**src/rtl/mult_pkg.sv**
```systemverilog
// ==========================================================================
// mult_pkg: shared op codes, FSM states and helpers for mult_arbiter
// Rev 1.0
// ==========================================================================
`default_nettype none

package mult_pkg;

  localparam logic [1:0] OP_MUL    = 2'b00;
  localparam logic [1:0] OP_MULH   = 2'b01;
  localparam logic [1:0] OP_MULHSU = 2'b10;
  localparam logic [1:0] OP_MULHU  = 2'b11;

  localparam int DEFAULT_TIMEOUT_CYC = 48;

  typedef enum logic [2:0] {
    S_IDLE  = 3'd0,
    S_ISSUE = 3'd1,
    S_WAIT  = 3'd2,
    S_FIX   = 3'd3,
    S_RESP  = 3'd4
  } state_t;

  // 0x80000000 negates to itself, which is exactly its unsigned magnitude.
  function automatic logic [31:0] magnitude(input logic [31:0] x, input logic is_signed);
    return (is_signed && x[31]) ? (~x + 32'd1) : x;
  endfunction

endpackage

`default_nettype wire

```
**src/rtl/mult_arbiter_rr_pick.sv**
```systemverilog
// ==========================================================================
// rr_pick: combinational round-robin picker, first request at/after ptr
// Rev 1.0
// ==========================================================================
`default_nettype none

module rr_pick #(
  parameter int N_REQ = 2
) (
  input  logic [N_REQ-1:0]         req,
  input  logic [$clog2(N_REQ)-1:0] ptr,
  output logic [N_REQ-1:0]         grant,
  output logic [$clog2(N_REQ)-1:0] idx
);

  localparam int IW = $clog2(N_REQ);

  logic          found;
  int            j;
  logic [IW-1:0] jj;

  always_comb begin
    grant = '0;
    idx   = '0;
    found = 1'b0;
    j     = 0;
    jj    = '0;
    for (int k = 0; k < N_REQ; k++) begin
      j = int'(ptr) + k;
      if (j >= N_REQ) j = j - N_REQ;
      jj = IW'(j);
      if (!found && req[jj]) begin
        found     = 1'b1;
        grant[jj] = 1'b1;
        idx       = jj;
      end
    end
  end

endmodule

`default_nettype wire

```
**src/rtl/mult_arbiter.sv**
```systemverilog
// ==========================================================================
// mult_arbiter: round-robin RV32M sign-correcting front end for a shared
// unsigned 32x32 multiplier core.  Rev 1.0
// ==========================================================================
`default_nettype none

module mult_arbiter
  import mult_pkg::*;
#(
  parameter int N_REQ       = 2,
  parameter int TIMEOUT_CYC = DEFAULT_TIMEOUT_CYC
) (
  input  logic                  clk,
  input  logic                  reset,
  input  logic [N_REQ-1:0]      req_valid,
  input  logic [2*N_REQ-1:0]    req_op,
  input  logic [32*N_REQ-1:0]   req_a,
  input  logic [32*N_REQ-1:0]   req_b,
  output logic [N_REQ-1:0]      req_accept,
  output logic [N_REQ-1:0]      rsp_valid,
  output logic [31:0]           rsp_data,
  output logic                  rsp_err,
  output logic                  busy,
  output logic                  err_sticky,
  output logic                  m_init,
  output logic [31:0]           m_a,
  output logic [31:0]           m_b,
  input  logic                  m_ready,
  input  logic [31:0]           m_res_up,
  input  logic [31:0]           m_res_dn
);

  localparam int IW = $clog2(N_REQ);
  localparam int CW = $clog2(TIMEOUT_CYC + 1);

  state_t        state;
  logic [IW-1:0] rr_ptr;
  logic [IW-1:0] owner;
  logic [1:0]    op_q;
  logic          neg_q;
  logic [CW-1:0] cnt;
  logic [63:0]   prod;

  logic [N_REQ-1:0] grant;
  logic [IW-1:0]    win;
  logic [1:0]       win_op;
  logic [31:0]      win_a;
  logic [31:0]      win_b;
  logic             a_signed;
  logic             b_signed;
  logic [63:0]      prod_fix;
  logic [N_REQ-1:0] owner_oh;

  rr_pick #(.N_REQ(N_REQ)) u_pick (
    .req   (req_valid),
    .ptr   (rr_ptr),
    .grant (grant),
    .idx   (win)
  );

  always_comb begin
    win_op   = req_op[2*int'(win) +: 2];
    win_a    = req_a[32*int'(win) +: 32];
    win_b    = req_b[32*int'(win) +: 32];
    a_signed = (win_op == OP_MULH) || (win_op == OP_MULHSU);
    b_signed = (win_op == OP_MULH);
    prod_fix = neg_q ? (~prod + 64'd1) : prod;
  end

  assign owner_oh = {{(N_REQ-1){1'b0}}, 1'b1} << owner;
  assign busy     = (state != S_IDLE);

  always_ff @(posedge clk or negedge reset) begin
    if (!reset) begin
      state      <= S_IDLE;
      rr_ptr     <= '0;
      owner      <= '0;
      op_q       <= OP_MUL;
      neg_q      <= 1'b0;
      cnt        <= '0;
      prod       <= '0;
      req_accept <= '0;
      rsp_valid  <= '0;
      rsp_data   <= '0;
      rsp_err    <= 1'b0;
      err_sticky <= 1'b0;
      m_init     <= 1'b0;
      m_a        <= '0;
      m_b        <= '0;
    end else begin
      req_accept <= '0;
      rsp_valid  <= '0;
      rsp_err    <= 1'b0;
      m_init     <= 1'b0;
      case (state)
        S_IDLE: begin
          if (|req_valid) begin
            req_accept <= grant;
            owner      <= win;
            op_q       <= win_op;
            neg_q      <= (a_signed & win_a[31]) ^ (b_signed & win_b[31]);
            m_a        <= magnitude(win_a, a_signed);
            m_b        <= magnitude(win_b, b_signed);
            m_init     <= 1'b1;
            state      <= S_ISSUE;
          end
        end
        S_ISSUE: begin
          cnt   <= '0;
          state <= S_WAIT;
        end
        S_WAIT: begin
          // A ready core beats a simultaneous timeout.
          if (m_ready) begin
            prod  <= {m_res_up, m_res_dn};
            state <= S_FIX;
          end else if (cnt == CW'(TIMEOUT_CYC - 1)) begin
            err_sticky <= 1'b1;
            rsp_data   <= '0;
            rsp_err    <= 1'b1;
            rsp_valid  <= owner_oh;
            state      <= S_RESP;
          end else begin
            cnt <= cnt + CW'(1);
          end
        end
        S_FIX: begin
          rsp_data  <= (op_q == OP_MUL) ? prod_fix[31:0] : prod_fix[63:32];
          rsp_valid <= owner_oh;
          state     <= S_RESP;
        end
        S_RESP: begin
          rr_ptr <= (owner == IW'(N_REQ - 1)) ? '0 : owner + IW'(1);
          state  <= S_IDLE;
        end
        default: state <= S_IDLE;
      endcase
    end
  end

endmodule

`default_nettype wire

```
**config.mk**
```make
export PLATFORM = sky130hd
export DESIGN_NAME = mult_arbiter
export DESIGN_NICKNAME = d
export VERILOG_FILES = /design/src/rtl/mult_pkg.sv /design/src/rtl/mult_arbiter_rr_pick.sv /design/src/rtl/mult_arbiter.sv
export SDC_FILE = /design/constraint.sdc
export NUM_CORES = 1
export LEC_CHECK = 0
export ABC_AREA = 0
export CAP_MARGIN = 15
export CORE_MARGIN = 2
export CORE_UTILIZATION = 50
export CTS_BUF_LIST = sky130_fd_sc_hd__clkbuf_16
export DETAILED_ROUTE_END_ITERATION = 16
export PLACE_DENSITY = 0.92
export SLEW_MARGIN = 20
export SYNTH_ARGS = -nofsm -noshare
export SYNTH_HDL_FRONTEND = slang
export SYNTH_HIERARCHICAL = 1
export SYNTH_SLANG_ARGS = --single-unit
```
**constraint.sdc**
```tcl
create_clock -name clk -period 4.1 [get_ports clk]
set_input_delay 0.82 -clock clk [delete_from_list [all_inputs] [get_ports clk]]
set_output_delay 0.82 -clock clk [all_outputs]
set_load 0.01 [all_outputs]
```
### Word level (Yosys, flattened, before mapping)

Cells that the tools add are included.

* add/subtract/negate cells: 8
* magnitude comparators: 6
* eq/ne operators: 12
* shift-type cells: 4
* multiplexer cells: 40
* bitwise operators: 8
* reduce and logical (&&, ||, !) cells: 19

Operators with widths (number)
* $mux W32: 5
* $shiftx A64 B7 Y32: 2
* $add A32 B1 Y32 const B: 2
* $add A64 B1 Y64 const B: 1
* $mux W64: 1
* $not A32 Y32: 2
* $not A64 Y64: 1
* $pmux W32 S2: 1
* $mux W1: 17
* $mux W2: 6
* $mux W6: 2
* $pmux W3 S4: 1
* $pmux W6 S2: 1
* $mux W3: 3
* $reduce_and A3 Y1: 3
* $ne A2 B2 Y1 const B: 4
* $add A6 B1 Y6 const B: 1
* $eq A3 B2 Y1 const B: 2
* $eq A6 B6 Y1 const B: 1
* $reduce_and A2 Y1: 3
* $logic_and A1 B1 Y1: 5
* $lt A1 B2 Y1 const B: 2
* $pmux W2 S2: 1
* $reduce_bool A2 Y1: 2
* other kinds (24): 28

* register bits after elaboration: 181
* bits of input ports: 201
* output and inout bits: 104

### Longest topological paths before layout

Gate-level depths: netlist of the first run.

* depth after elaboration: 13
* gate-level depth with buffers: 17
* depth with buffers taken out: 9

### Cells and area by module

Netlist of the first run, hierarchy kept.

Modules (own cells, without submodules)
* mult_arbiter: instances 1, cells an instance 1239, area an instance 11451.0 um^2, seq. area each 4529.3 um^2
* rr_pick: instances 1, cells an instance 4, area an instance 30.0 um^2, seq. area each 0.0 um^2

### Worst setup path after synthesis of the first run

No wires, ideal clock.

* kind: input to register
* start: input port req_valid[1]
* end: register m_a[26]
* library setup time: 0.129 ns
* arrival time: 3.863 ns
* slack: 0.109 ns
* stages: 12
* path buffers: 5
* cell sequence: a21boi_1 -> buf_2 -> buf_2 -> buf_1 -> buf_2 -> buf_2 -> mux2i_1 -> ha_1 -> o21ai_1 -> nor4_2 -> a211oi_1 -> a2111o_1

* word-level cells in the longest chain between the ends: 11

Ends and longest elaborated chain
* from (decl): RTL line mult_arbiter.sv:15 `input logic [N_REQ-1:0] req_valid,`
* parallel branches: the longest is 11 deep, another holds $add A32 B1 Y32
* to (signal assigned): RTL line mult_arbiter.sv:102 `m_a <= magnitude(win_a, a_signed);`
* to (decl): RTL line mult_arbiter.sv:26 `output logic [31:0] m_a,`

Several ways; the timed one is not identified. The select of a mux whose other input is x is not followed.
A chain may end at the register's enable or synchronous reset.

### Worst setup path in the final report of the first run

* start: input port req_valid[1]
* end: register m_a[31]

* word-level cells in the longest chain between the ends: 11

Ends and longest elaborated chain
* $mux W1 (not written as such) (2 in a row): RTL line mult_arbiter_rr_pick.sv:32 `if (!found && req[jj]) begin`
* $mux W1: RTL line mult_arbiter_rr_pick.sv:32
* $logic_not A1 Y1: RTL line mult_arbiter_rr_pick.sv:32
* $logic_and A1 B1 Y1: RTL line mult_arbiter_rr_pick.sv:32
* $mux W1 (*): RTL line mult_arbiter_rr_pick.sv:32
* net win: RTL line mult_arbiter.sv:45 `logic [IW-1:0] win;`
* parallel branches: the longest is 4 deep, another holds $add A32 B1 Y32
* $mux W32 (*): RTL line mult_pkg.sv:26 `return (is_signed && x[31]) ? (~x + 32'd1) : x;`

Mark *: on every way through the listed nets, which the timed path passes. The select of a mux whose other input is x is not followed.

==> results of run 1 <==
registers in the layout, summed over array words and instances (netlist names), 2 cells and up:
signal	count
req_accept	2
rsp_valid	2
rsp_data	32
prod	64
cnt	6
op_q	2
state	3
m_a	32
m_b	32
metal layers:
| layer | up-vias | track usage |
|---|---|---|
| met4 | 2 | 0.122 |
| met1 | 5373 | 0.373 |
| li1 | 5115 | - |
| met5 | - | 0 |
| met2 | 663 | 0.521 |
| met3 | 99 | 0.0747 |
area by class of cell:
| type | count | area (µm²) |
|---|---|---|
| flip-flops and latches | 181 | 4530 |
| diodes | 1 | 2.50 |
| clock inverters | 15 | 155 |
| fillers | 1705 | 7080 |
| inverters | 17 | 63.8 |
| well taps | 285 | 357 |
| repair buffers | 341 | 3380 |
| multi-input cells | 966 | 6570 |
| clock buffers | 17 | 425 |
synth_stat cells (21+ instances only):
cell type	n
dfrtp_1	181
nand2_1	134
o21ai_0	115
nor2_1	77
mux2_2	68
mux2i_1	65
nor3_1	63
xor2_1	57
clkbuf_1	55
xnor2_1	43
a21oi_1	37
nand3_1	22
nor3b_1	21
o31ai_1	21
worst max-delay path: stages:
cell,delay (ps)
clkdlybuf4s50_1,540
a21boi_4,490
buf_12,260
buf_12,230
nor3b_1,360
o221ai_1,250
nor3_1,300
nand3_1,180
o32a_1,360
o21ai_0,150
power groups by stage:
stage	logic [mW]	registers (mW)	clock network [mW]
after global placement	4.56	3.55	0
after floorplan	2.68	3.46	0
final	4.77	3.61	1.63
after detailed placement	4.72	3.58	0
after CTS	4.76	3.57	1.66
after global routing	5.17	3.70	1.73
path summary, 6_finish.rpt:
check / to / from / slack, ps
worst max-delay path: m_a[31] / req_valid[1] / 480
worst min-delay path: rsp_data[14] / reset / 430
worst max register to register: m_a[31] / rr_ptr / 920
worst min register to register: rsp_valid[0] / owner / 460
max in group asynchronous: prod[32] / reset / 2590
min in group clk: rsp_valid[0] / owner / 460
cells by family (layout without fill, tap and decap cells):
logic type,count (synthesis),in the layout
AOI/OAI and AO/OA,304,304
xor gates and xnor gates,100,100
adders and majority gates,5,5
buffers and inverters,96,390
DFF,181,181
muxes,133,133
other,0,1
and+or+nand+nor,424,424
stage by stage:
step / instances / power, mW
finish: 1823 / 10.0
global route: 1822 / 10.6
floorplan: 1243 / 6.14
detailed placement: 1790 / 8.30
CTS: 1822 / 9.98
global placement: 1790 / 8.11
==> summary.txt, run 1 <==
Clocking
  – Max Root-Sink Buffers: 2
  – Worst-Skew Late Latency: about 430 ps
  – Post-CTS Hold Buffers: 0
  – Clock slew at reported path FFs: roughly 80 ps
  – Post-CTS sizing: 0
  – Root Driver: clkbuf_16
  – H-tree levels: 4
  – CTS sink cnt: ~180
  – Postcts setup bufs: 0
  – CTS tree: done
  – CTS Buf Count: 17

Timing
  – Crit path setup slack, layout: just under 500 ps
  – F_max: about 280 MHz
  – RSZ-0062 raised after global routing: no
  – Final setup violation count: 0
  – Setup tns final: 0 ps
  – Fin. Hold Viols: 0
  – Slew Limit Fails: 0
  – Hold slack: 435 ps
  – Worst clock skew: around 22 ps
  – Fin crit share: 0.882
  – Measured slew at the worst slew-check pin: 835 ps
  – Fin crit period: 3620 ps
  – Slew HR: 0.443

Detailed routing
  – Drt via density: a little over 6
  – TritonRoute pass-1 iters: 5
  – Routed Antenna Nets: 0
  – Top layer in use: met5
  – Met2 wire length: roughly 18 mm
  – Routed vias: about 11000
  – Wl on met1: between 10 and 15 mm
  – Wire per inst: about 20 µm
  – DRC Markers: 0
  – Initial DRC count: 1001
  – Final WL: ~37 mm
  – Met3 WL: between 3 and 4 mm

Pwr
  – Pwr Density: 646 nW/µm²
  – Switching share of total power: 0.413
  – Leak: just over 6 nW
  – Clk pwr share: 0.163
  – Reg power frac: 0.361
  – P_int: roughly 5.9 mW
  – Max VDD drop: approximately 0.00037 V
  – Comb power frac: 0.476
  – Psw: 4.13 mW

Critical path
  – CP Capture Type: flip-flop
  – Worst EP arrival: roughly 4000 ps
  – Startpoint Class: input pin
  – CP max FO: 39
  – Critical Path RT: between 4000 and 5000 ps
  – Worst Reg2Reg Path Length in Cells: 10
  – Worst setup path category: in2reg

Cells and area
  – Area Growth Syn to Fin: 34.9%
  – Fin nets: between 1500 and 2000
  – Final Core Density: 0.686
  – Cell area after layout: ~15000 µm²
  – Share of post-route cells with drive strength above 1: 0.113
  – Commonest non-fill, non-tap cells in the layout: clkdlybuf4s50_1, dfrtp_1, nand2_1, o21ai_0, nor2_1
  – Most common cell after layout, fill and taps aside: clkdlybuf4s50_1

Synthesis
  – Synth warn: 6
  – Mapped Cells: around 1200
  – Post-synth top area cell: dfrtp_1
  – Mean Syn Cell Area: just over 9 µm²
  – Sequential area share after synthesis: 0.395
  – Synth Area in Simple Gates: 0.192
  – Post-synth cell types: between 70 and 80
  – Synthesized cell area: ~11000 µm²
  – Adder-Cell Fraction of Synth Area: 0.00545
  – Synth Flop Type: dfrtp_1
  – Syn_nets: approximately 1400
  – EDFF count, synth: 0
  – Number of synthesized register bits: roughly 180
  – Ys async rst share: 1.00
  – Post-synthesis mux area share: 0.123
  – Largest family of logic cells by synthesized area: simple AND/OR/NAND/NOR gates
  – Top cells by area, synth: dfrtp_1, mux2_2, mux2i_1, o21ai_0, nand2_1
  – Synth Area in XOR/XNOR: 0.0763
  – Synth Area in Compound Gates: 0.174
  – Share of the synthesized area in the top cell type: 0.395

GRT
  – First-pass GRT wire length: between 50 and 60 mm
  – Vias in the first global route: 11200
  – Antenna violations before repair: 1
  – GR Util All Layers: 0.305
  – Largest net degree at the start of global routing: 98
  – Grt total ovfl: 0

Outcome
  – Status: finished, final reports clean

Placed design
  – # port buffers: approximately 300
  – Placer Congestion: roughly 0.99
  – DP HPWL: approximately 28 mm
  – Pre-CTS setup slack: 99.6 ps
  – Dpl cell area: approximately 15000 µm²

Min path
  – HP Class: in2async

Floorplan
  – Ports: roughly 300
  – Die footprint: ~24000 µm²
  – # rows: 55
  – Die Ht: 156 µm
  – Chip Width: about 160 µm
  – Initial Util: 0.509
  – Core box area: between 20000 and 25000 µm²

Job
  – Max Cap Viol: 0
(Power assumes the default switching activity.)
==> inputs of run 2 (changes only) <==
--- a/config.mk
+++ b/config.mk
@@ -15,5 +15,4 @@
 export SLEW_MARGIN = 20
 export SYNTH_ARGS = -nofsm -noshare
 export SYNTH_HDL_FRONTEND = slang
-export SYNTH_HIERARCHICAL = 1
 export SYNTH_SLANG_ARGS = --single-unit
==> run 2 against run 1 <==
Sequential share of layout area fell by 0.52 points; register-to-register slack gained 150 ps; clock-buffer cell count is the same; non-clock buffer count down 3; via count is 6.1% higher; die area is 1.6% higher; global-route usage is 3.1 points higher; first-iteration DRC count rose by 34%; combinational power is 0.8% lower; synthesized cell count is 0.16% higher; sequential power about the same; critical path type unchanged.
==> summary.txt, run 2 <==
Outcome
  – Status: finished, final reports clean

Cells and area
  – Final std cells w/o fill: 1858 (+1.9%)
  – Commonest non-fill, non-tap cells in the layout: clkdlybuf4s50_1, dfrtp_1, nand2_1, o21ai_0, nor2_1
  – Area Growth Syn to Fin: 35.0% (about the same)
  – Biggest register: prod
  – Most common cell after layout, fill and taps aside: clkdlybuf4s50_1
  – Final Core Density: 0.692 (+0.00565)
  – Share of post-route cells with drive strength above 1: 0.110 (-0.00332)
  – Max reg flops: 64 (unchanged)
  – Fin nets: 1731 (+0.058%)

Critical path
  – CP Capture Type: flip-flop
  – Worst Reg2Reg Path Length in Cells: 6 (-4)
  – FF-to-FF setup slack: 1070 ps (+150 ps)
  – CP max FO: 6 (-85%)
  – Worst EP arrival: 3760 ps (-210 ps)
  – Startpoint Class: input pin
  – Critical Path RT: 4430 ps (-20 ps)
  – Worst setup path category: in2reg
  – RR Endpoint: rsp_data[27]
  – Worst R2R Start: prod[18]

Detailed routing
  – Routed vias: 11900 (+6.1%)
  – TritonRoute pass-1 iters: 6 (+1)
  – Final WL: 41.6 mm (+12%)
  – Routed Antenna Nets: 0 (unchanged)
  – Initial DRC count: 1343 (+34%)
  – Drt via density: 6.42 (+4.1%)
  – Wire per inst: 22.4 µm (+9.6%)
  – DRC Markers: 0 (unchanged)

Placed design
  – DP HPWL: 31.2 mm (+9.8%)
  – Placed cell count: 1819 (+1.6%)
  – # port buffers: 304 (unchanged)
  – Pre-CTS setup slack: 252 ps (+153 ps)
  – Placer Congestion: 1.00 (+0.95%)

GRT
  – Grt total ovfl: 0 (unchanged)
  – Vias in the first global route: 11600 (+3.8%)
  – GR Util All Layers: 0.336 (+0.0307)
  – Largest net degree at the start of global routing: 87 (-11%)
  – Antenna violations before repair: 7 (+6)
  – First-pass GRT wire length: 64.0 mm (+9.6%)

Pwr
  – Pwr Density: 644 nW/µm² (-0.34%)
  – Total power draw: 10.1 mW (+1.4%)
  – Leak: 6.35 nW (+3.6%)
  – Max VDD drop: 0.000314 V (-14%)

Floorplan
  – Die footprint: 24600 µm² (+1.6%)
  – Ports: 305 (unchanged)
  – Chip Width: 157 µm (+0.80%)
  – Initial Util: 0.512 (+0.00374)
  – # rows: 55 (unchanged)
  – Core box area: 22800 µm² (+0.91%)
  – Die Ht: 157 µm (+0.80%)

Synthesis
  – List of most frequent post-synthesis cells: dfrtp_1, nand2_1, o21ai_0
  – Ys async rst share: 1.00 (unchanged)
  – Number of synthesized register bits: 181 (unchanged)
  – Top cells by area, synth: dfrtp_1, mux2_2, mux2i_1, xor2_1, o21ai_0
  – EDFF count, synth: 0 (unchanged)
  – Share of the synthesized area in the top cell type: 0.388 (-0.00643)
  – Mean Syn Cell Area: 9.37 µm² (+1.5%)
  – Syn_nets: 1451 (+0.14%)
  – Synth Flop Type: dfrtp_1
  – Synthesized cell area: 11700 µm² (+1.7%)
  – Synth warn: 0 (-6)
  – Sequential area share after synthesis: 0.388 (-0.00643)
  – Post-synth top area cell: dfrtp_1
  – Mapped Cells: 1245 (+0.16%)
  – Count leader, synth: dfrtp_1
  – Post-synth cell types: 78 (unchanged)

Clocking
  – H-tree levels: 4 (unchanged)
  – Post-CTS sizing: 0 (unchanged)
  – CTS sink cnt: 181 (unchanged)
  – Max Root-Sink Buffers: 2 (unchanged)
  – Worst-Skew Late Latency: 460 ps (+30 ps)
  – Clock slew at reported path FFs: 80 ps (about the same)
  – Root Driver: clkbuf_16
  – Postcts setup bufs: 0 (unchanged)
  – CTS Buf Count: 17 (unchanged)
  – Post-CTS Hold Buffers: 0 (unchanged)
  – CTS tree: done

Timing
  – Final setup violation count: 0 (unchanged)
  – Fin crit period: 3420 ps (-194 ps)
  – Slew Limit Fails: 0 (unchanged)
  – Fin crit share: 0.835 (-0.0474)
  – F_max: 292 MHz (+5.7%)
  – Measured slew at the worst slew-check pin: 1080 ps (+249 ps)
  – Worst clock skew: 15.6 ps (-5.91 ps)
  – Setup tns final: 0 ps (unchanged)
  – Slew HR: 0.276 (-0.168)
  – RSZ-0062 raised after global routing: no
  – Crit path setup slack, layout: 677 ps (+194 ps)
  – Fin. Hold Viols: 0 (unchanged)

Job
  – Max Cap Viol: 0 (unchanged)

Min path
  – HP Class: in2async
run 2: cell count changes after synthesis, moves of 11 or more:
cell	delta
nor3_1	-35
or4_1	+21
nand4_1	+20
xor2_1	+20
nand2_1	-19
xnor2_1	-16
nor3b_1	-13
o21ai_0	-11
run 2: per-layer routing:
metal | track usage | share of wire | vias to the layer above
met2 | 0.553 | 0.47 | 818
met3 | 0.0759 | 0.11 | 166
li1 | - | - | 5253
met4 | 0.161 | 0.051 | 0
met1 | 0.418 | 0.37 | 5700
met5 | 0 | 0 | -
run 2: worst max-delay path by stage:
stage	from	endpoint	slack (ps)	depth (start not counted)
6_report	req_valid[0]	m_b[30]	680	10
5_1_grt	req_valid[0]	m_b[24]	500	11
4_1_cts	req_valid[0]	m_b[30]	710	10
3_5_place_dp	req_valid[0]	m_b[30]	250	10
3_3_place_gp	req_valid[0]	m_b[30]	360	10
2_1_floorplan	req_valid[0]	m_b[30]	430	13
run 2: cell type report:
cell class              count  area [µm²]
flip-flops and latches    181        4530
multi-input cells         973        6800
repair buffers            338        3340
clock buffers              17         425
diodes                      7        17.5
well taps                 313         392
clock inverters            15         203
fillers                  1727        7020
inverters                  14        52.6
run 2: logic make-up after synthesis:
group / after synthesis / synth area share
flops: 181 / 0.388
mux: 140 / 0.128
fa+ha+maj: 5 / 0.00536
simple gates: 403 / 0.181
compound gates: 321 / 0.189
xor+xnor: 104 / 0.0780
buf+inv: 91 / 0.0315
run 2: worst max-delay path, stage by stage:
cell,delay [ps]
clkdlybuf4s50_1,610
nand2b_1,210
nand2_4,170
mux2i_1,270
ha_1,300
nor3b_1,230
a32oi_1,190
nor4_2,500
nor4_1,70
or3_1,380
run 2: power by group:
group / switching (mW) / internal [mW]
Clock: 0.890 / 0.893
Combinational: 2.37 / 2.35
Sequential: 1.01 / 2.62
run 2: metrics by stage:
step           cell area, µm²  hold slack (ps)
2_1_floorplan           11700              420
3_3_place_gp            15100              450
3_5_place_dp            15100              455
4_1_cts                 15700              465
5_1_grt                 15800              498
6_report                15800              429
